### src/rtl/tpuv2_ctrl.sv
// Memory-mapped sequencer for the DIM x DIM systolic matrix unit: host bus decode,
// multiply-pass state machine and busy/done/err/mode status register.
module tpuv2_ctrl #(
    parameter int unsigned DIM    = 8,
    parameter int unsigned BITS_C = 16,
    parameter int unsigned ADDRW  = 16,
    parameter int unsigned DATAW  = 64,
    parameter int unsigned CW     = 2,
    parameter logic [ADDRW-1:0] BASE_A    = ADDRW'('h100),
    parameter logic [ADDRW-1:0] BASE_B    = ADDRW'('h200),
    parameter logic [ADDRW-1:0] BASE_C    = ADDRW'('h300),
    parameter logic [ADDRW-1:0] CTRL_ADDR = ADDRW'('h400),
    parameter logic [ADDRW-1:0] STAT_ADDR = ADDRW'('h408)
) (
    input  logic                     clk,
    input  logic                     rst,
    input  logic                     r_w,
    input  logic [ADDRW-1:0]         addr,
    input  logic [DATAW-1:0]         dataIn,
    output logic [DATAW-1:0]         dataOut,
    output logic                     c_rd_sel,
    output logic                     a_wr_en,
    output logic [$clog2(DIM)-1:0]   a_row,
    output logic                     a_en,
    output logic                     b_wr_en,
    output logic                     b_en,
    output logic                     c_wr_en,
    output logic [$clog2(DIM)-1:0]   c_row,
    output logic [$clog2(CW)-1:0]    c_word,
    output logic                     c_clr,
    output logic                     sa_en,
    output logic                     busy,
    output logic                     done
);
    localparam int unsigned RW   = $clog2(DIM);
    localparam int unsigned WW   = $clog2(CW);
    localparam int unsigned CNTW = $clog2(3 * DIM - 2);
    localparam logic [CNTW-1:0] LAST = CNTW'(3 * DIM - 3);

    if (DIM * 8 != DATAW || DIM * BITS_C != CW * DATAW || CW < 2) begin : g_bad_cfg
        $error("tpuv2_ctrl: inconsistent DIM/DATAW/CW/BITS_C");
    end

    typedef enum logic [1:0] {IDLE, CLEAR, RUN, DONE} state_t;

    state_t          state, state_nxt;
    logic [CNTW-1:0] cnt, cnt_nxt;
    logic            done_q, done_nxt;
    logic            err_q, err_nxt;
    logic            acc_q, acc_nxt;

    // Half-open region test [base, base + words*8), one extra bit to avoid wrap.
    function automatic logic in_region(input logic [ADDRW-1:0] a,
                                       input logic [ADDRW-1:0] base,
                                       input int unsigned words);
        logic [ADDRW:0] lo, hi, x;
        lo = {1'b0, base};
        hi = lo + (ADDRW + 1)'(words * 8);
        x  = {1'b0, a};
        return (x >= lo) && (x < hi);
    endfunction

    logic hit_a, hit_b, hit_c, ctrl_wr, stat_rd, region_acc, unused;

    assign hit_a      = in_region(addr, BASE_A, DIM);
    assign hit_b      = in_region(addr, BASE_B, DIM);
    assign hit_c      = in_region(addr, BASE_C, DIM * CW);
    assign ctrl_wr    = r_w && (addr[ADDRW-1:3] == CTRL_ADDR[ADDRW-1:3]);
    assign stat_rd    = !r_w && (addr[ADDRW-1:3] == STAT_ADDR[ADDRW-1:3]);
    assign region_acc = (r_w && (hit_a || hit_b)) || hit_c;
    assign busy       = (state == CLEAR) || (state == RUN);
    assign done       = done_q;
    assign unused     = ^dataIn[DATAW-1:3];

    always_ff @(posedge clk) begin
        if (rst) begin
            state  <= IDLE;
            cnt    <= '0;
            done_q <= 1'b0;
            err_q  <= 1'b0;
            acc_q  <= 1'b0;
        end else begin
            state  <= state_nxt;
            cnt    <= cnt_nxt;
            done_q <= done_nxt;
            err_q  <= err_nxt;
            acc_q  <= acc_nxt;
        end
    end

    always_comb begin
        state_nxt = state;
        cnt_nxt   = cnt;
        done_nxt  = done_q;
        err_nxt   = err_q;
        acc_nxt   = acc_q;
        dataOut   = '0;
        c_rd_sel  = 1'b0;
        a_wr_en   = 1'b0;
        a_row     = '0;
        a_en      = 1'b0;
        b_wr_en   = 1'b0;
        b_en      = 1'b0;
        c_wr_en   = 1'b0;
        c_row     = '0;
        c_word    = '0;
        c_clr     = 1'b0;
        sa_en     = 1'b0;

        if (stat_rd) begin
            dataOut  = DATAW'({acc_q, err_q, done_q, busy});
            done_nxt = 1'b0;
        end
        if (ctrl_wr && dataIn[2]) err_nxt = 1'b0;

        case (state)
            IDLE, DONE: begin
                if (r_w && hit_a) begin
                    a_wr_en = 1'b1;
                    a_row   = RW'((addr - BASE_A) >> 3);
                end
                if (r_w && hit_b) begin
                    b_wr_en = 1'b1;
                    b_en    = 1'b1;
                end
                if (hit_c) begin
                    c_wr_en  = r_w;
                    c_rd_sel = !r_w;
                    sa_en    = !r_w;
                    c_row    = RW'((addr - BASE_C) >> (3 + WW));
                    c_word   = WW'((addr - BASE_C) >> 3);
                end
                if (ctrl_wr && dataIn[0]) begin
                    acc_nxt   = dataIn[1];
                    done_nxt  = 1'b0;
                    cnt_nxt   = '0;
                    state_nxt = dataIn[1] ? RUN : CLEAR;
                end
            end
            CLEAR: begin
                c_clr     = 1'b1;
                state_nxt = RUN;
            end
            RUN: begin
                a_en  = 1'b1;
                b_en  = 1'b1;
                sa_en = 1'b1;
                // Last count sets done; wins over a same-cycle status-read clear.
                if (cnt == LAST) begin
                    state_nxt = DONE;
                    cnt_nxt   = '0;
                    done_nxt  = 1'b1;
                end else begin
                    cnt_nxt = cnt + CNTW'(1);
                end
            end
            default: state_nxt = IDLE;
        endcase

        if (busy && (region_acc || (ctrl_wr && dataIn[0]))) err_nxt = 1'b1;
    end
endmodule

### config.mk
export PLATFORM = sky130hd
export DESIGN_NAME = tpuv2_ctrl
export DESIGN_NICKNAME = d
export VERILOG_FILES = /design/src/rtl/tpuv2_ctrl.sv
export SDC_FILE = /design/constraint.sdc
export NUM_CORES = 1
export LEC_CHECK = 0
export CORE_ASPECT_RATIO = 1.25
export CORE_MARGIN = 5
export CORE_UTILIZATION = 29
export DETAILED_ROUTE_END_ITERATION = 8
export PLACE_DENSITY = 0.85
export SLEW_MARGIN = 0
export SYNTH_ARGS = -nofsm -noshare
export SYNTH_HDL_FRONTEND = slang
export SYNTH_SLANG_ARGS = --single-unit
### constraint.sdc
create_clock -name clk -period 3.71 [get_ports clk]
set_input_delay 0.742 -clock clk [delete_from_list [all_inputs] [get_ports clk]]
set_output_delay 0.742 -clock clk [all_outputs]
set_load 0.01 [all_outputs]
==> impl_metrics.env <==
export IMPL_antenna_found_initial=0
export IMPL_hold_viol_final=0
export IMPL_preCtsSetupSlack_ns=-0.0490
export IMPL_core_region_area_um2=4690
export IMPL_numCtsBuffers=3
export IMPL_setup_viol=0
export IMPL_first_iter_violations=43
export IMPL_slowest_stage="clkdlybuf4s50_1"
export IMPL_holdPathStages=2
export IMPL_syn_inst=173
export IMPL_p_per_area_nw_per_um2=199
export IMPL_vias=1215
export IMPL_synth_cell_types=42
export IMPL_layout_common_cells="conb_1 (60), clkdlybuf4s50_1 (39), and2_1 (15)"
export IMPL_run_status="completed"
export IMPL_htreeDepth=1
export IMPL_routedWlPerCell_um=12.5
export IMPL_dp_final_hpwl_um=2930
export IMPL_diodes=0
export IMPL_ys_ff_latch=10
export IMPL_placed_area_um2=1630
export IMPL_max_stage_delay_ns=0.54
export IMPL_clock_sinks=10
export IMPL_ant_nets=0
export IMPL_path_buf_inv=2
export IMPL_cp_top_family="buffers and inverters"
export IMPL_fin_crit_ns=3.60
export IMPL_grt_pass1_vias=1130
export IMPL_final_cell_area_um2=1700
export IMPL_final_common_cell="conb_1"
export IMPL_max_freq_ghz=0.278
export IMPL_setup_tns_final_ns=0
export IMPL_post_route_drc_count=0
export IMPL_ys_warn_count=0
export IMPL_path_cells="clkdlybuf4s50_1, nor4_4, nand3_1, nor4_2, o21ba_2, clkdlybuf4s50_1"
export IMPL_syn_avg_cell_area_um2=8.04
export IMPL_synth_flop_cell="dfxtp_1"
export IMPL_cts_root_buf="clkbuf_8"
export IMPL_slew_violations=0
export IMPL_synth_edff_count=0
export IMPL_cp_max_fo=5
export IMPL_grt_pass1_wl_um=5110
export IMPL_synth_area_um2=1390
export IMPL_ir_worst_vdd_v=0.0000709
export IMPL_ios=164
export IMPL_synth_async_sr_flop_share_pct=0
export IMPL_critical_path_arrival_ns=2.86
export IMPL_criticalPathCategory="in2out"
export IMPL_vias_per_cell=4.39
export IMPL_cpMostUsedCell="clkdlybuf4s50_1"
export IMPL_track_usage_pct=10.3
export IMPL_rsz0062_at_grt="no"
export IMPL_clkSlewWorstSetupHoldPaths_ns=0.04
export IMPL_drt_pass1_iterations=4
export IMPL_layout_area_seq_um2=200
export IMPL_layout_nets=306
export IMPL_rows=28
export IMPL_place_gp_congestion=0.794
export IMPL_drive_above_1_share_pct=9.22
export IMPL_cts_tree="yes"
export IMPL_fin_util_pct=36.2
export IMPL_critPathRequiredTime_ns=2.97
export IMPL_skew_ns=0.00146
export IMPL_die_area_um2=6290
export IMPL_start_kind="primary input"
export IMPL_initial_utilization_pct=29.6
export IMPL_cp_depth=6
export IMPL_nFillCells=506
export IMPL_grt_overflow=0
export IMPL_wl_um=3450
export IMPL_setup_ws_ns=0.109
export IMPL_die_h_um=87.4
export IMPL_hold_path_class="reg2reg"
export IMPL_grt_max_degree=14
export IMPL_drv_cap=0
export IMPL_die_x_um=71.9
export IMPL_power_leakage_nw=0.747
export IMPL_hold_ws_ns=0.486
export IMPL_reg2reg_depth=7
export IMPL_min_period_over_period_pct=97.1
export IMPL_clock_latency_ns=0.24
export IMPL_end_kind="output pin"
export IMPL_yosysSeqAreaShare_pct=14.4
export IMPL_cts_buffer_depth=2
export IMPL_area_growth_syn_to_layout_pct=22.4
export IMPL_multi_input_area_um2=905
export IMPL_port_buffers=39
[power breakdown]
| part | internal (W) | switching (W) |
|---|---|---|
| Sequential | 0.000109 | 0.00000130 |
| Combinational | 0.0000436 | 0.0000695 |
| Clock | 0.0000712 | 0.0000440 |
| Total | 0.000224 | 0.000115 |
[area by class of cell]
class | instances | area share (%)
inverter | 10 | 2.21
tap | 60 | 4.41
timing repair buffer | 46 | 26.0
multi-input combinational | 148 | 53.2
sequential | 10 | 11.8
clock buffer | 3 | 2.43
[sequential cells by signal, summed over array words and instances, names as in the netlist]
name   flops
err_q      1
done       1
acc_q      1
cnt        5
state      2
[per-stage QoR]
stage / total power, W / cells
2_1_floorplan: 0.000225 / 232
3_5_place_dp: 0.000222 / 272
4_1_cts: 0.000338 / 275
3_3_place_gp: 0.000221 / 272
6_report: 0.000339 / 277
5_1_grt: 0.000357 / 277
[layer usage]
layer / vias up / track usage, % / routed length, µm / share of wire, %
met2: 96 / 20.1 / 1660 / 48
met5: - / 0 / 0 / 0
li1: 566 / - / - / -
met3: 5 / 3.35 / 625 / 18
met4: 0 / 3.08 / 47 / 1.4
met1: 548 / 10.1 / 1120 / 32
[cells in the mapped netlist, drive strengths merged, types with 3 or more instances]
| master | number | area, µm² |
|---|---|---|
| a21oi | 4 | 20.0 |
| a31oi | 3 | 18.8 |
| and2 | 15 | 93.8 |
| buf | 64 | 480 |
| dfxtp | 10 | 200 |
| ha | 4 | 50.1 |
| inv | 10 | 37.5 |
| nand2 | 6 | 22.5 |
| nand3 | 5 | 25.0 |
| nand4 | 4 | 31.3 |
| nor2 | 8 | 30.0 |
| nor3b | 3 | 22.5 |
| nor4 | 3 | 33.8 |
| nor4b | 3 | 56.3 |
[logic make-up (layout without fill, tap and decap cells)]
| logic type | Yosys count | count (layout) | share of synthesized area (%) |
|---|---|---|---|
| other | 1 | 60 | 0.270 |
| and+or+nand+nor | 57 | 57 | 27.9 |
| AOI/OAI and AO/OA | 24 | 24 | 14.3 |
| DFF | 10 | 10 | 14.4 |
| buffers and inverters | 74 | 59 | 37.3 |
| muxes | 2 | 2 | 1.53 |
| adders and majority gates | 5 | 5 | 4.32 |
[path summary, 6_finish.rpt]
check / startpoint / slack (ns) / to
worst min-delay path: acc_q$_SDFFE_PP0P_ / 0.49 / acc_q$_SDFFE_PP0P_
worst min register to register: acc_q$_SDFFE_PP0P_ / 0.49 / acc_q$_SDFFE_PP0P_
worst max-delay path: addr[7] / 0.11 / sa_en
worst max register to register: state[0]$_SDFFE_PP0P_ / 1.51 / state[1]$_SDFFE_PP0P_
[worst reg2reg max path, cell delays in order, from the launching register on]
cell	delay, ns
dfxtp_1	0.37
inv_1	0.06
ha_1	0.31
buf_4	0.17
nor4bb_1	0.35
nand4_2	0.29
or3_1	0.41
o211a_1	0.13
[repair_timing]
action / in CTS / in global routing
hold buffers: 0 / 0
setup buffers: 0 / 2
gates resized for setup: 2 / 0
setup endpoints to repair: 2 / 11
pin swaps: 0 / 1
(Power assumes the default switching activity.)
